`src/rtl/femto_periph_pkg.sv`:
```
// Shared definitions for the divider peripheral: register offsets,
// STATUS/CTRL bit positions and the divider state encoding.
package femto_periph_pkg;

   // Byte offsets within the peripheral window
   localparam logic [4:0] DIV_OFF_DIVIDEND  = 5'h00;
   localparam logic [4:0] DIV_OFF_DIVISOR   = 5'h04;
   localparam logic [4:0] DIV_OFF_CTRL      = 5'h08;
   localparam logic [4:0] DIV_OFF_STATUS    = 5'h0C;
   localparam logic [4:0] DIV_OFF_QUOTIENT  = 5'h10;
   localparam logic [4:0] DIV_OFF_REMAINDER = 5'h14;

   // CTRL and STATUS bit indices
   localparam int DIV_CTRL_START    = 0;
   localparam int DIV_STAT_BUSY     = 1 - 1;
   localparam int DIV_STAT_DONE     = 1;
   localparam int DIV_STAT_DIV_ZERO = 2;

   // Divider sequencer states
   typedef enum logic [1:0] {
      DIV_IDLE = 2'd0,
      DIV_RUN  = 2'd1,
      DIV_DZ   = 2'd2,
      DIV_DONE = 2'd3
   } div_state_t;

endpackage

```
`src/rtl/div_core.sv`:
```
// Iterative unsigned restoring divider, one quotient bit per cycle, MSB first.
// Handshake: i_start is honoured only in IDLE or DONE. o_busy is high from the
// accepting edge until the result edge; o_done is high from the result edge
// until the next accepted start. o_quot/o_rem change only on the result edge.
module div_core
   import femto_periph_pkg::*;
#(
   parameter int WIDTH = 32
) (
   input  logic             clk,
   input  logic             rst,
   input  logic             i_start,
   input  logic [WIDTH-1:0] i_dividend,
   input  logic [WIDTH-1:0] i_divisor,
   output logic             o_busy,
   output logic             o_done,
   output logic             o_div_zero,
   output logic [WIDTH-1:0] o_quot,
   output logic [WIDTH-1:0] o_rem,
   output div_state_t       o_state
);

   localparam int CW = $clog2(WIDTH + 1);

   div_state_t       r_state;
   div_state_t       w_next_state;
   logic [CW-1:0]    r_cnt;
   logic [WIDTH:0]   r_part;    // partial remainder, one spare bit for the trial subtract
   logic [WIDTH-1:0] r_q;       // dividend bits shift out, quotient bits shift in
   logic [WIDTH-1:0] r_dvs;
   logic [WIDTH-1:0] r_quot;
   logic [WIDTH-1:0] r_rem;
   logic             r_dz;

   logic             w_accept;
   logic             w_last;
   logic [WIDTH:0]   w_shift;
   logic [WIDTH:0]   w_trial;
   logic             w_qbit;
   logic [WIDTH:0]   w_part_next;
   logic [WIDTH-1:0] w_q_next;

   assign w_accept = i_start && ((r_state == DIV_IDLE) || (r_state == DIV_DONE));
   assign w_last   = (r_cnt == CW'(1));

   // One restoring step. Since the partial remainder is always below the
   // divisor, bit WIDTH of the trial difference is set exactly when it is negative.
   always_comb begin
      w_shift     = {r_part[WIDTH-1:0], r_q[WIDTH-1]};
      w_trial     = w_shift - {1'b0, r_dvs};
      w_qbit      = ~w_trial[WIDTH];
      w_part_next = w_qbit ? w_trial : w_shift;
      w_q_next    = {r_q[WIDTH-2:0], w_qbit};
   end

   // State register
   always_ff @(posedge clk or posedge rst) begin
      if (rst) r_state <= DIV_IDLE;
      else     r_state <= w_next_state;
   end

   // Next-state logic
   always_comb begin
      w_next_state = r_state;
      case (r_state)
         DIV_IDLE, DIV_DONE: begin
            if (w_accept) w_next_state = (i_divisor == '0) ? DIV_DZ : DIV_RUN;
         end
         DIV_RUN: begin
            if (w_last) w_next_state = DIV_DONE;
         end
         DIV_DZ: begin
            w_next_state = DIV_DONE;
         end
         default: w_next_state = DIV_IDLE;
      endcase
   end

   // Datapath: load on start, iterate in RUN, commit results on the final step
   always_ff @(posedge clk or posedge rst) begin
      if (rst) begin
         r_cnt  <= '0;
         r_part <= '0;
         r_q    <= '0;
         r_dvs  <= '0;
         r_quot <= '0;
         r_rem  <= '0;
         r_dz   <= 1'b0;
      end else if (w_accept) begin
         r_cnt  <= (i_divisor == '0) ? '0 : CW'(WIDTH);
         r_part <= '0;
         r_q    <= i_dividend;
         r_dvs  <= i_divisor;
         r_dz   <= 1'b0;
      end else if (r_state == DIV_RUN) begin
         r_part <= w_part_next;
         r_q    <= w_q_next;
         r_cnt  <= r_cnt - CW'(1);
         if (w_last) begin
            r_quot <= w_q_next;
            r_rem  <= w_part_next[WIDTH-1:0];
         end
      end else if (r_state == DIV_DZ) begin
         // r_q still holds the untouched dividend here
         r_quot <= '1;
         r_rem  <= r_q;
         r_dz   <= 1'b1;
      end
   end

   assign o_busy     = (r_state == DIV_RUN) || (r_state == DIV_DZ);
   assign o_done     = (r_state == DIV_DONE);
   assign o_div_zero = r_dz;
   assign o_quot     = r_quot;
   assign o_rem      = r_rem;
   assign o_state    = r_state;

endmodule

```
`src/rtl/peripheral_div.sv`:
```
// Memory-mapped divider peripheral: bus decode, operand registers and a
// registered read port around the iterative div_core. Reads return the value
// held before any same-cycle write; d_out holds between read strobes.
module peripheral_div
   import femto_periph_pkg::*;
#(
   parameter int WIDTH = 32
) (
   input  logic             clk,
   input  logic             rst,
   input  logic [WIDTH-1:0] d_in,
   input  logic             cs,
   input  logic [4:0]       addr,
   input  logic             rd,
   input  logic             wr,
   output logic [WIDTH-1:0] d_out
);

   logic [WIDTH-1:0] r_dividend;
   logic [WIDTH-1:0] r_divisor;
   logic [WIDTH-1:0] r_dout;

   logic             w_wr_en;
   logic             w_rd_en;
   logic             w_core_free;
   logic             w_start;
   logic             w_busy;
   logic             w_done;
   logic             w_div_zero;
   logic [WIDTH-1:0] w_quot;
   logic [WIDTH-1:0] w_rem;
   div_state_t       w_core_state;
   logic [WIDTH-1:0] w_status;
   logic [WIDTH-1:0] w_rdata;

   assign w_wr_en     = cs && wr;
   assign w_rd_en     = cs && rd;
   // Operand and CTRL writes land only while the core is not iterating
   assign w_core_free = (w_core_state == DIV_IDLE) || (w_core_state == DIV_DONE);
   assign w_start     = w_wr_en && w_core_free && (addr == DIV_OFF_CTRL) && d_in[DIV_CTRL_START];

   div_core #(.WIDTH(WIDTH)) u_core (
      .clk        (clk),
      .rst        (rst),
      .i_start    (w_start),
      .i_dividend (r_dividend),
      .i_divisor  (r_divisor),
      .o_busy     (w_busy),
      .o_done     (w_done),
      .o_div_zero (w_div_zero),
      .o_quot     (w_quot),
      .o_rem      (w_rem),
      .o_state    (w_core_state)
   );

   // Operand register writes
   always_ff @(posedge clk or posedge rst) begin
      if (rst) begin
         r_dividend <= '0;
         r_divisor  <= '0;
      end else if (w_wr_en && w_core_free) begin
         if (addr == DIV_OFF_DIVIDEND) r_dividend <= d_in;
         if (addr == DIV_OFF_DIVISOR)  r_divisor  <= d_in;
      end
   end

   // STATUS word assembly
   always_comb begin
      w_status                    = '0;
      w_status[DIV_STAT_BUSY]     = w_busy;
      w_status[DIV_STAT_DONE]     = w_done;
      w_status[DIV_STAT_DIV_ZERO] = w_div_zero;
   end

   // Read mux; CTRL is write-only and unmapped offsets read zero
   always_comb begin
      w_rdata = '0;
      case (addr)
         DIV_OFF_DIVIDEND:  w_rdata = r_dividend;
         DIV_OFF_DIVISOR:   w_rdata = r_divisor;
         DIV_OFF_STATUS:    w_rdata = w_status;
         DIV_OFF_QUOTIENT:  w_rdata = w_quot;
         DIV_OFF_REMAINDER: w_rdata = w_rem;
         default:           w_rdata = '0;
      endcase
   end

   // Registered read data, one cycle after the strobe
   always_ff @(posedge clk or posedge rst) begin
      if (rst)          r_dout <= '0;
      else if (w_rd_en) r_dout <= w_rdata;
   end

   assign d_out = r_dout;

endmodule

```
`config.mk`:
```
export PLATFORM = sky130hd
export DESIGN_NAME = peripheral_div
export DESIGN_NICKNAME = d
export VERILOG_FILES = /design/src/rtl/femto_periph_pkg.sv /design/src/rtl/div_core.sv /design/src/rtl/peripheral_div.sv
export SDC_FILE = /design/constraint.sdc
export NUM_CORES = 1
export LEC_CHECK = 0
export CELL_PAD_IN_SITES_DETAIL_PLACEMENT = 0
export CELL_PAD_IN_SITES_GLOBAL_PLACEMENT = 2
export CORE_ASPECT_RATIO = 0.5
export CORE_MARGIN = 4
export CORE_UTILIZATION = 39
export CTS_CLUSTER_DIAMETER = 40
export DETAILED_ROUTE_END_ITERATION = 12
export GPL_ROUTABILITY_DRIVEN = 0
export GPL_TIMING_DRIVEN = 0
export PLACE_DENSITY = 0.86
export SLEW_MARGIN = 20
export SYNTH_ARGS = -nofsm -noshare
export SYNTH_HDL_FRONTEND = slang
export SYNTH_SLANG_ARGS = --single-unit
```
`constraint.sdc`:
```
create_clock -name clk -period 11.49 [get_ports clk]
set_input_delay 1.149 -clock clk [delete_from_list [all_inputs] [get_ports clk]]
set_output_delay 1.149 -clock clk [all_outputs]
set_load 0.01 [all_outputs]
```
After elaboration in Yosys (flattened, before gate mapping) --
Index checks and enable logic that the tools add are counted.
Word-level totals: bits in read-only memories 0, bits in writable memories 0, memories kept 0, bits in registers 265, bits in latches 0, word-level logic and storage cells 69
Operators by class: bitwise logic cells 2, add/subtract/negate cells 2, div/mod/pow operators 0, reductions and logical operators 20, mux-type cells 22, $lt $le $gt $ge 0, shift operators 0, eq/ne operators 12, $mul 0
Operators with widths (number):
- $mux W32 | 11
- $pmux W32 S5 | 1
- $sub A33 B32 Y33 | 1
- $logic_not A32 Y1 | 1
- $mux W6 | 3
- $eq A5 B4 Y1 const B | 2
- $eq A5 B5 Y1 const B | 2
- $reduce_and A2 Y1 | 4
- $eq A6 B1 Y1 const B | 1
- $logic_and A1 B1 Y1 | 6
- $mux W2 | 3
- $ne A2 B1 Y1 const B | 3
- $pmux W2 S3 | 1
- $reduce_bool A2 Y1 | 3
- $sub A6 B1 Y6 const B | 1
- $eq A5 B3 Y1 const B | 1
- $logic_not A5 Y1 | 1
- $eq A2 B2 Y1 const B | 2
- $mux W1 | 3
- $reduce_and A3 Y1 | 1
- $eq A2 B1 Y1 const B | 1
- $logic_not A2 Y1 | 1
- $logic_or A1 B1 Y1 | 2
- $not A1 Y1 | 2
- $reduce_or A2 Y1 | 1

Longest topological paths before layout --
Gate-level depths: netlist of run 1.
depth after elaboration 8, depth in mapped cells 14, gate-level depth less buffers 12

Modules after synthesis --
Synthesis of run 1 repeated with hierarchy kept, for this count alone.
Unflattened totals: cell total of the unflattened synthesis 1392, area total of the unflattened synthesis 13950.9 µm²
Modules (own cells, without submodules):
- div_core | times used 1, cells each 1053, area each 9391.5 µm²
- peripheral_div | times used 1, cells each 339, area each 4559.4 µm²

Worst setup path after synthesis of run 1 --
OpenSTA, ideal clock, no wires.
kind flip-flop to flip-flop, start point register u_core.r_q[31], end point register u_core.r_part[10], period minus slack after synthesis 3.143 ns, path buffers 2, setup slack 8.347 ns, arrival 3.006 ns, cell stages (with the launch flop) 15, data required time 11.353 ns, cell sequence dfrtp_1 > inv_1 > ha_1 > fa_1 > and2b_1 > o2111ai_2 > a21oi_2 > o21ai_1 > a21o_1 > a221oi_4 > xnor2_1 > buf_6 > buf_6 > mux2i_1 > a21oi_1
Between the ends: longest elaborated chain between the ends 4
Ends and longest elaborated chain:
- start: declaration | RTL line div_core.sv:29 | logic [WIDTH-1:0] r_q;
- start signal: assignment | RTL line div_core.sv:92 | r_q <= i_dividend;
- start signal: assignment | RTL line div_core.sv:97 | r_q <= w_q_next;
- $sub A33 B32 Y33 | RTL line div_core.sv:50 | w_trial = w_shift - {1'b0, r_dvs};
- $mux W32 | RTL line div_core.sv:52 | w_part_next = w_qbit ? w_trial : w_shift;
- $mux W32 | RTL line div_core.sv:95 | end else if (r_state == DIV_RUN) begin
- $mux W32 | RTL line div_core.sv:89 | end else if (w_accept) begin
- end signal: assignment | RTL line div_core.sv:96 | r_part <= w_part_next;
- end: declaration | RTL line div_core.sv:28 | logic [WIDTH:0] r_part;
Every way passes these cells. The select of a mux whose other input is x is not followed. A chain may end at the register's enable or synchronous reset.

Worst setup path in the final report of run 1 --
start point register u_core.r_q[31], end point register u_core.r_part[13]
The elaborated chain is that of the path after synthesis.

==> impl_metrics.toml, run 1 <==
[clock_network]
cts_resized = 0
cts_root_buffer = "clkbuf_16"
cts_tree = "yes"
clk_pin_slew_ns = 0.06
h-tree-depth = 2
post-cts-setup-buffers = 0
clockBufferDepth = 3
clock_latency_ns = 0.52
numCtsBuffers = 36
cts-hold-fix-buffers = 0
clock-sinks = 265

[hold_path]
hp-class = "flip-flop to flip-flop"
min_to = "d_out[12]$_DFFE_PP0P_"
min_from = "d_out[12]$_DFFE_PP0P_"
min_path_cells = 2

[global_route]
antenna_found_initial = 1
grt_use_total = 0.245
grt_first_pass_wirelength_mm = 70.4
grt_pass1_vias = 11200
grt_max_degree = 103
overflow = 0

[power_and_ir_drop]
power_density_nw_per_um2 = 247
peakVddDrop_v = 0.0000960
total_power_mw = 3.94
p_leak_nw = 6.84

[cells_and_area]
fin_cells = 1955
diodes = 0
layout.nets = 1569
layout_common_cells = "265 x dfrtp_1, 171 x nand2_1, 165 x o21ai_0, 77 x clkbuf_1, 77 x a21oi_1"
fin_util = 0.476
final_area_sq_um = 16000
drive_gt1_frac = 0.0892
syn_to_final_growth_pct = 18.8
final_common_cell = "dfrtp_1"

[yosys]
syn_nets = 1458
ys_types = 56
synth_edf_count = 0
synth_seq_area_share = 0.494
syn_avg_cell_area_sq_um = 9.75
yosysWarnings = 0
synthCells = 1378
syn_area_sq_um = 13400
async_reset_ff_frac = 1.00
synth_seq_cells = 265
ys.flop_type = "dfrtp_1"

[placed_design]
port_buffers = 71
place_inst = 1892
place_area_sq_um = 14800
hpwlAfterDp_mm = 34.5
pre_cts_slack_ns = 7.29

[timing]
final-setup-viol-count = 0
maxSlewViolCount = 0
skew_ns = 0.0173
worst_pin_slew_ns = 1.16
fmax_mhz = 228
fin_crit_sh = 0.382
finalSetupTns_ns = 0
finalWorstSetupSlack_ns = 7.10
fin_crit_ns = 4.39
relSlewSlack = 0.223
hold_viol_final = 0
hold_ws_ns = 0.473
grt_setup_unrepaired = "no"

[detailed_routing]
ant_nets = 0
drc = 0
first_iter_violations = 1311
dr.pass1.iters = 6
finalWirelength_mm = 46.4
num_vias = 11300
viasPerCell = 5.77
routedWlPerCell_um = 23.7

[die]
dieArea_sq_um = 37700
rows = 47
die_x_um = 270
die_h_um = 139
io_pins = 74
start_util = 0.401
core_sq_um = 33500

[critical_path]
r2r_start = "u_core.r_q[31]$_DFFE_PP0P_"
cp_cell_sequence = "inv_1, ha_1, fa_1, and2b_1, o2111ai_2, a21oi_2, o21ai_1, a21o_1, a221oi_4, xnor2_1, buf_6, buf_6, mux2i_1, a21oi_1"
worst-path-buf-inv = 3
crit_family = "compound AO/OA/AOI/OAI gates"
cp.required_ns = 11.85
timing.rr.end = "u_core.r_part[13]$_DFFE_PP0P_"
arrival_ns = 4.76
reg2reg_depth = 14
setup.worst_path.end_class = "flip-flop"
start_kind = "flip-flop"
path_common_cell = "buf_6"
path_class = "flip-flop to flip-flop"
crit_path_max_fanout = 10
worst_path_max_delay_cell = "mux2i_1"
cpPeakStageDelay_ns = 0.69
r2r_slack_ns = 7.10

[run]
max-cap-violations = 0

[run_status]
status = "finished clean"
## cell type report
class | count | area [sq um]
clock buffers | 44 | 992
multi-input cells | 955 | 6180
plain buffers | 88 | 362
well taps | 441 | 552
clock inverters | 19 | 206
repair buffers | 73 | 766
inverters | 70 | 270
flip-flops and latches | 265 | 6630
fillers | 3136 | 17600
## cell families after synthesis
kind of cell,share of synthesized area
XOR/XNOR,0.0196
buffers and inverters,0.0465
AND/OR/NAND/NOR,0.111
AO/OA/AOI/OAI,0.193
flip-flops,0.494
multiplexers,0.100
adder cells (fa/ha/maj),0.0360
## state kept, by name, summed over array words and instances, names as in the netlist
register	cells
u_core.o_rem	32
u_core.o_quot	32
d_out	32
r_divisor	32
r_dividend	32
u_core.r_q	32
u_core.o_div_zero	1
u_core.r_part	32
u_core.r_cnt	6
u_core.r_dvs	32
u_core.o_state	2
## routing by layer
layer  GRT usage  vias to the layer above  part of all wire
met5           0                        -           0.00017
met4      0.0519                        2             0.015
met3      0.0967                       51              0.11
met2       0.333                      400              0.40
met1       0.367                     5684              0.47
li1            -                     5135                 -
## power breakdown
group	internal [mW]	switching, mW
sequential	1.20	0.240
combinational	0.507	0.873
clock	0.688	0.439
total	2.39	1.55
## worst max path at each step
stage                                         end                       start  cells past startpoint
floorplan                    d_out[0]$_DFFE_PP0P_                         rst                      1
global placement     u_core.r_dvs[22]$_DFFE_PP0P_                         rst                      2
detailed placement    u_core.r_dvs[2]$_DFFE_PP0P_                          cs                      8
CTS                 u_core.r_part[13]$_DFFE_PP0P_  u_core.r_q[31]$_DFFE_PP0P_                     14
global route         u_core.r_part[7]$_DFFE_PP0P_  u_core.r_q[31]$_DFFE_PP0P_                     14
finish              u_core.r_part[13]$_DFFE_PP0P_  u_core.r_q[31]$_DFFE_PP0P_                     14
## worst register-to-register path, cell delays in order (launching register included)
cell	delay [ns]
dfrtp_1	0.43
inv_1	0.09
ha_1	0.23
fa_1	0.41
and2b_1	0.25
o2111ai_2	0.19
a21oi_2	0.34
o21ai_1	0.14
a21o_1	0.23
a221oi_4	0.46
xnor2_1	0.21
buf_6	0.21
buf_6	0.20
mux2i_1	0.69
a21oi_1	0.16
## Yosys cell counts (5+ instances only)
cell      count  area, sq um
clkbuf_1     74          278
o31ai_1       6         45.0
a21oi_1      77          385
nand3_1      16         80.1
nor3b_1       6         45.0
xnor2_1      19          166
a221oi_1     32          280
buf_1         6         22.5
a22o_1       30          263
dfrtp_1     265         6630
ha_1         37          463
nor2_1       60          225
a21o_1       16          120
nor4_1        9         56.3
nand4_1       7         43.8
nand2b_1     15         93.8
o21ai_1      27          135
a31oi_1      34          213
o21ai_0     165          826
xor2_1       11         96.3
mux2_2       59          664
inv_1        70          263
mux2i_1      59          591
mux2_1        7         78.8
nand2_1     171          642
and3_1        6         37.5
nor3_1       33          165
o21bai_1      5         37.5
No activity file was read; power rests on OpenSTA's default activity.
==> run 2: changes to the inputs <==
clock period = 4.55 ns   (was 11.49 ns; I/O delays follow)
==> run 2 against run 1 <==
Compared with the run above: worst hold slack got worse by 0.12 ns; worst setup slack got worse by 7.0 ns; largest power group unchanged; utilization increased by 0.66 points; largest cell class unchanged.
==> impl_metrics.toml, run 2 (synthesis results as in run 1) <==
[run_status]
status = "finished clean"

[cells_and_area]
final_common_cell = "dfrtp_1"
fin_util = 0.483
drive_gt1_frac = 0.0953
layout_common_cells = "265 x dfrtp_1, 171 x nand2_1, 165 x o21ai_0, 77 x clkbuf_1, 77 x a21oi_1"
fin_cells = 1962
diodes = 0
layout.nets = 1576
syn_to_final_growth_pct = 20.4

[power_and_ir_drop]
combPwrFrac = 0.347
peakVddDrop_v = 0.000215
intPower_mw = 6.25
p_leak_nw = 6.94
seqPwrFrac = 0.357
power_density_nw_per_um2 = 629
power_switching_mw = 3.93
total_power_mw = 10.2
clkPwrFrac = 0.297
power_switching_share = 0.386

[clock_network]
clk_pin_slew_ns = 0.06
clockBufferDepth = 3
cts_tree = "yes"
post-cts-setup-buffers = 0
cts_root_buffer = "clkbuf_16"
h-tree-depth = 2
numCtsBuffers = 36
clock-sinks = 265
cts_resized = 0
clock_latency_ns = 0.52
cts-hold-fix-buffers = 0

[critical_path]
reg2reg_depth = 14
start_kind = "flip-flop"
setup.worst_path.end_class = "flip-flop"
arrival_ns = 4.83
crit_start = "u_core.r_q[31]$_DFFE_PP0P_"
cp.required_ns = 4.92
r2r_start = "u_core.r_q[31]$_DFFE_PP0P_"
crit_path_max_fanout = 10
path_class = "flip-flop to flip-flop"

[detailed_routing]
viasPerCell = 5.78
finalWirelength_mm = 46.8
num_vias = 11400
drc = 0
ant_nets = 0
dr.pass1.iters = 6
first_iter_violations = 1227
routedWlPerCell_um = 23.8

[timing]
grt_setup_unrepaired = "no"
hold_viol_final = 0
fmax_mhz = 224
final-setup-viol-count = 0
relSlewSlack = 0.246
worst_pin_slew_ns = 1.13
fin_crit_sh = 0.979
fin_crit_ns = 4.46
skew_ns = 0.0101
maxSlewViolCount = 0

[global_route]
grt_use_total = 0.246
grt_max_degree = 35
grt_pass1_vias = 11400
grt_first_pass_wirelength_mm = 70.7
overflow = 0
antenna_found_initial = 1

[run]
max-cap-violations = 0

[die]
rows = 47
die_x_um = 270
die_h_um = 139
core_sq_um = 33500
start_util = 0.401
dieArea_sq_um = 37700
io_pins = 74

[placed_design]
port_buffers = 71
hpwlAfterDp_mm = 35.1
place_inst = 1899

[hold_path]
hp-class = "input pin to async pin"
[run 2: cell types whose count changed in the layout (fill, tap and decap cells not counted)]
cell	previous run	this run
buf_12	0	7
bufinv_16	3	6
clkbuf_8	4	5
inv_6	5	0
inv_8	1	2
mux2i_1	59	56
mux2i_2	0	3
[run 2: stage by stage]
step / TNS (ns) / setup WS, ns / cell area, sq um / hold WS (ns)
final: 0 / 0.0942 / 16200 / 0.355
after global routing: 0 / 0.0142 / 16200 / 0.402
after CTS: 0 / 0.263 / 16200 / 0.351
after detailed placement: 0 / 0.328 / 14900 / 0.458
after global placement: -342.25 / -1.32 / 14700 / 0.453
after floorplan: 0 / 0.597 / 13400 / 0.438
[run 2: layer usage]
| layer | GRT usage | part of all wire | vias up |
|---|---|---|---|
| li1 | - | - | 5147 |
| met1 | 0.365 | 0.47 | 5686 |
| met2 | 0.338 | 0.40 | 459 |
| met3 | 0.0939 | 0.12 | 56 |
| met4 | 0.0599 | 0.019 | 2 |
| met5 | 0 | 0.00028 | - |
[run 2: cell type report]
cell class              count  area (sq um)
well taps                 441           552
inverters                  70           267
repair buffers             80           906
clock inverters            18           268
multi-input cells         955          6190
plain buffers              88           362
flip-flops and latches    265          6630
clock buffers              45          1010
fillers                  3089         17300
[run 2: worst paths after layout]
path	to	slack [ns]
worst max-delay path	u_core.r_part[15]$_DFFE_PP0P_	0.09
worst min-delay path	d_out[5]$_DFFE_PP0P_	0.35
worst max register to register	u_core.r_part[15]$_DFFE_PP0P_	0.09
worst min register to register	u_core.o_quot[18]$_DFFE_PP0P_	0.47
max in group asynchronous	u_core.r_dvs[22]$_DFFE_PP0P_	3.17
min in group clk	u_core.o_quot[18]$_DFFE_PP0P_	0.47
[run 2: worst max-delay path, stage by stage, from the launching register on]
cell and delay [ns]:
dfrtp_1 0.43, inv_1 0.09, ha_1 0.24, fa_1 0.42
and2b_1 0.25, o2111ai_2 0.18, a21oi_2 0.34, o21ai_1 0.14
a21o_1 0.24, a221oi_4 0.49, xnor2_1 0.21, buf_6 0.21
buf_6 0.21, mux2i_1 0.70, a21oi_1 0.15
[run 2: power groups by stage]
stage	combinational, mW	clock, mW	sequential [mW]
after detailed placement	3.43	0	3.63
after global placement	3.34	0	3.61
final	3.53	3.02	3.63
after CTS	3.44	3.05	3.59
after global routing	3.89	3.16	3.69
after floorplan	2.39	0	3.38
==> run 3: changes to the inputs <==
RECOVER_POWER = 25   (was default)
==> run 3 against run 2 <==
Compared with the run above: the flow now finishes with violations (capacitance limit, slew limit); utilization is 0.27 points lower; clock skew is 0.0017 ns higher; critical path type unchanged; via count is 0.56% higher.
==> impl_metrics.toml, run 3 (synthesis results as in run 1) <==
[global_route]
grt_use_total = 0.246
antenna_found_initial = 1
grt_first_pass_wirelength_mm = 70.7
overflow = 0
grt_max_degree = 35
grt_pass1_vias = 11400

[hold_path]
hp-class = "flip-flop to flip-flop"
min_to = "u_core.o_quot[18]$_DFFE_PP0P_"
min_path_cells = 2
min_from = "u_core.o_quot[18]$_DFFE_PP0P_"

[clock_network]
clk_pin_slew_ns = 0.06
clock-sinks = 265
clock_latency_ns = 0.52
numCtsBuffers = 36
cts_tree = "yes"
cts_root_buffer = "clkbuf_16"
cts-hold-fix-buffers = 0
clockBufferDepth = 3
post-cts-setup-buffers = 0
h-tree-depth = 2

[critical_path]
crit_path_max_fanout = 10
r2r_slack_ns = 0.14
crit_start = "u_core.r_q[31]$_DFFE_PP0P_"
cp.required_ns = 4.93
arrival_ns = 4.79
cpPeakStageDelay_ns = 0.68
timing.rr.end = "u_core.r_part[15]$_DFFE_PP0P_"
start_kind = "flip-flop"
worst-path-buf-inv = 3
worst_path_max_delay_cell = "mux2i_1"
r2r_start = "u_core.r_q[31]$_DFFE_PP0P_"
reg2reg_depth = 14
path_class = "flip-flop to flip-flop"
crit_family = "compound AO/OA/AOI/OAI gates"
setup.worst_path.end_class = "flip-flop"
path_common_cell = "buf_6"
cp_cell_sequence = "inv_1, ha_1, fa_1, and2b_1, o2111ai_2, a21oi_2, o21ai_1, a21o_1, a221oi_4, xnor2_1, buf_6, buf_6, mux2i_1, a21oi_1"

[cells_and_area]
diodes = 0
layout.nets = 1576
final_common_cell = "dfrtp_1"
fillers = 3099
syn_to_final_growth_pct = 19.8
layout_common_cells = "265 x dfrtp_1, 171 x nand2_1, 165 x o21ai_0, 82 x clkbuf_1, 77 x a21oi_1"
drive_gt1_frac = 0.0920
final_area_sq_um = 16100
fin_cells = 1962
multi_input_area_sq_um = 6190
seqCellArea_sq_um = 6630

[power_and_ir_drop]
intPower_mw = 6.24
seqPwrFrac = 0.357
power_density_nw_per_um2 = 632
combPwrFrac = 0.346
power_switching_share = 0.386
clkPwrFrac = 0.296
peakVddDrop_v = 0.000215
power_switching_mw = 3.92
p_leak_nw = 6.89

[timing]
skew_ns = 0.0118
fin_crit_ns = 4.41
fmax_mhz = 227
fin_crit_sh = 0.970
finalSetupTns_ns = 0
hold_viol_final = 0
worst_pin_slew_ns = 1.94
grt_setup_unrepaired = "no"
relSlewSlack = -0.291
final-setup-viol-count = 0
maxSlewViolCount = 97

[die]
rows = 47
core_sq_um = 33500
io_pins = 74
dieArea_sq_um = 37700
die_h_um = 139
die_x_um = 270
start_util = 0.401

[detailed_routing]
drc = 0
finalWirelength_mm = 46.8
viasPerCell = 5.82
dr.pass1.iters = 5
routedWlPerCell_um = 23.8
num_vias = 11400
first_iter_violations = 1242
ant_nets = 0

[placed_design]
place_area_sq_um = 14900
place_inst = 1899
port_buffers = 71
hpwlAfterDp_mm = 35.1

[run_status]
violations = "capacitance limit, slew limit"
status = "finished, violations left"

[run]
max-cap-violations = 3
==> run 3: stage by stage <==
step	utilization	worst slack, ns	hold WS [ns]	power [mW]
2_1_floorplan	-	0.597	0.438	5.77
3_3_place_gp	0.438	-1.32	0.453	6.96
3_5_place_dp	0.444	0.328	0.458	7.06
4_1_cts	0.482	0.263	0.351	10.1
5_1_grt	0.480	0.0142	0.495	10.7
6_report	0.480	0.138	0.467	10.2
==> run 3: metal layers <==
| metal | up-vias | wire length, um | GRT usage |
|---|---|---|---|
| met5 | - | 13 | 0 |
| met4 | 2 | 909 | 0.0599 |
| met2 | 472 | 18600 | 0.338 |
| met1 | 5730 | 22000 | 0.365 |
| li1 | 5148 | - | - |
| met3 | 61 | 5260 | 0.0939 |
==> run 3: repair_timing <==
item,CTS,global route
hold endpoints to repair,0,0
resized for setup,0,3
endpoints found under the setup margin,0,5
==> run 3: how the worst max path moves through the flow <==
stage | to | slack, ns | cells past startpoint
after CTS | u_core.o_rem[13]$_DFFE_PP0P_ | 0.26 | 14
after global routing | u_core.r_part[7]$_DFFE_PP0P_ | 0.01 | 14
after global placement | u_core.r_dvs[22]$_DFFE_PP0P_ | -1.32 | 2
after detailed placement | u_core.r_part[13]$_DFFE_PP0P_ | 0.33 | 14
final | u_core.r_part[15]$_DFFE_PP0P_ | 0.14 | 14
after floorplan | d_out[0]$_DFFE_PP0P_ | 0.60 | 1
==> run 3: power groups by stage <==
stage               combinational [mW]  clock (mW)  sequential, mW
floorplan                         2.39           0            3.38
global placement                  3.34           0            3.61
detailed placement                3.43           0            3.63
CTS                               3.44        3.05            3.59
global route                      3.88        3.16            3.69
finish                            3.52        3.01            3.63
==> run 3: cell type report <==
cell class | instances | share of cell area
Sequential cell | 265 | 0.412
Multi-Input combinational cell | 955 | 0.385
Clock buffer | 45 | 0.0625
Timing Repair Buffer | 80 | 0.0508
Tap cell | 441 | 0.0343
Buffer | 88 | 0.0225
Clock inverter | 18 | 0.0166
Inverter | 70 | 0.0164
==> run 3: worst register-to-register path, cell delays in order, from the launching register on <==
cell and delay (ns):
dfrtp_1 0.43, inv_1 0.09, ha_1 0.24, fa_1 0.42, and2b_1 0.25, o2111ai_2 0.18
a21oi_2 0.34, o21ai_1 0.14, a21o_1 0.24, a221oi_4 0.48, xnor2_1 0.22, buf_6 0.21
buf_6 0.21, mux2i_1 0.68, a21oi_1 0.15
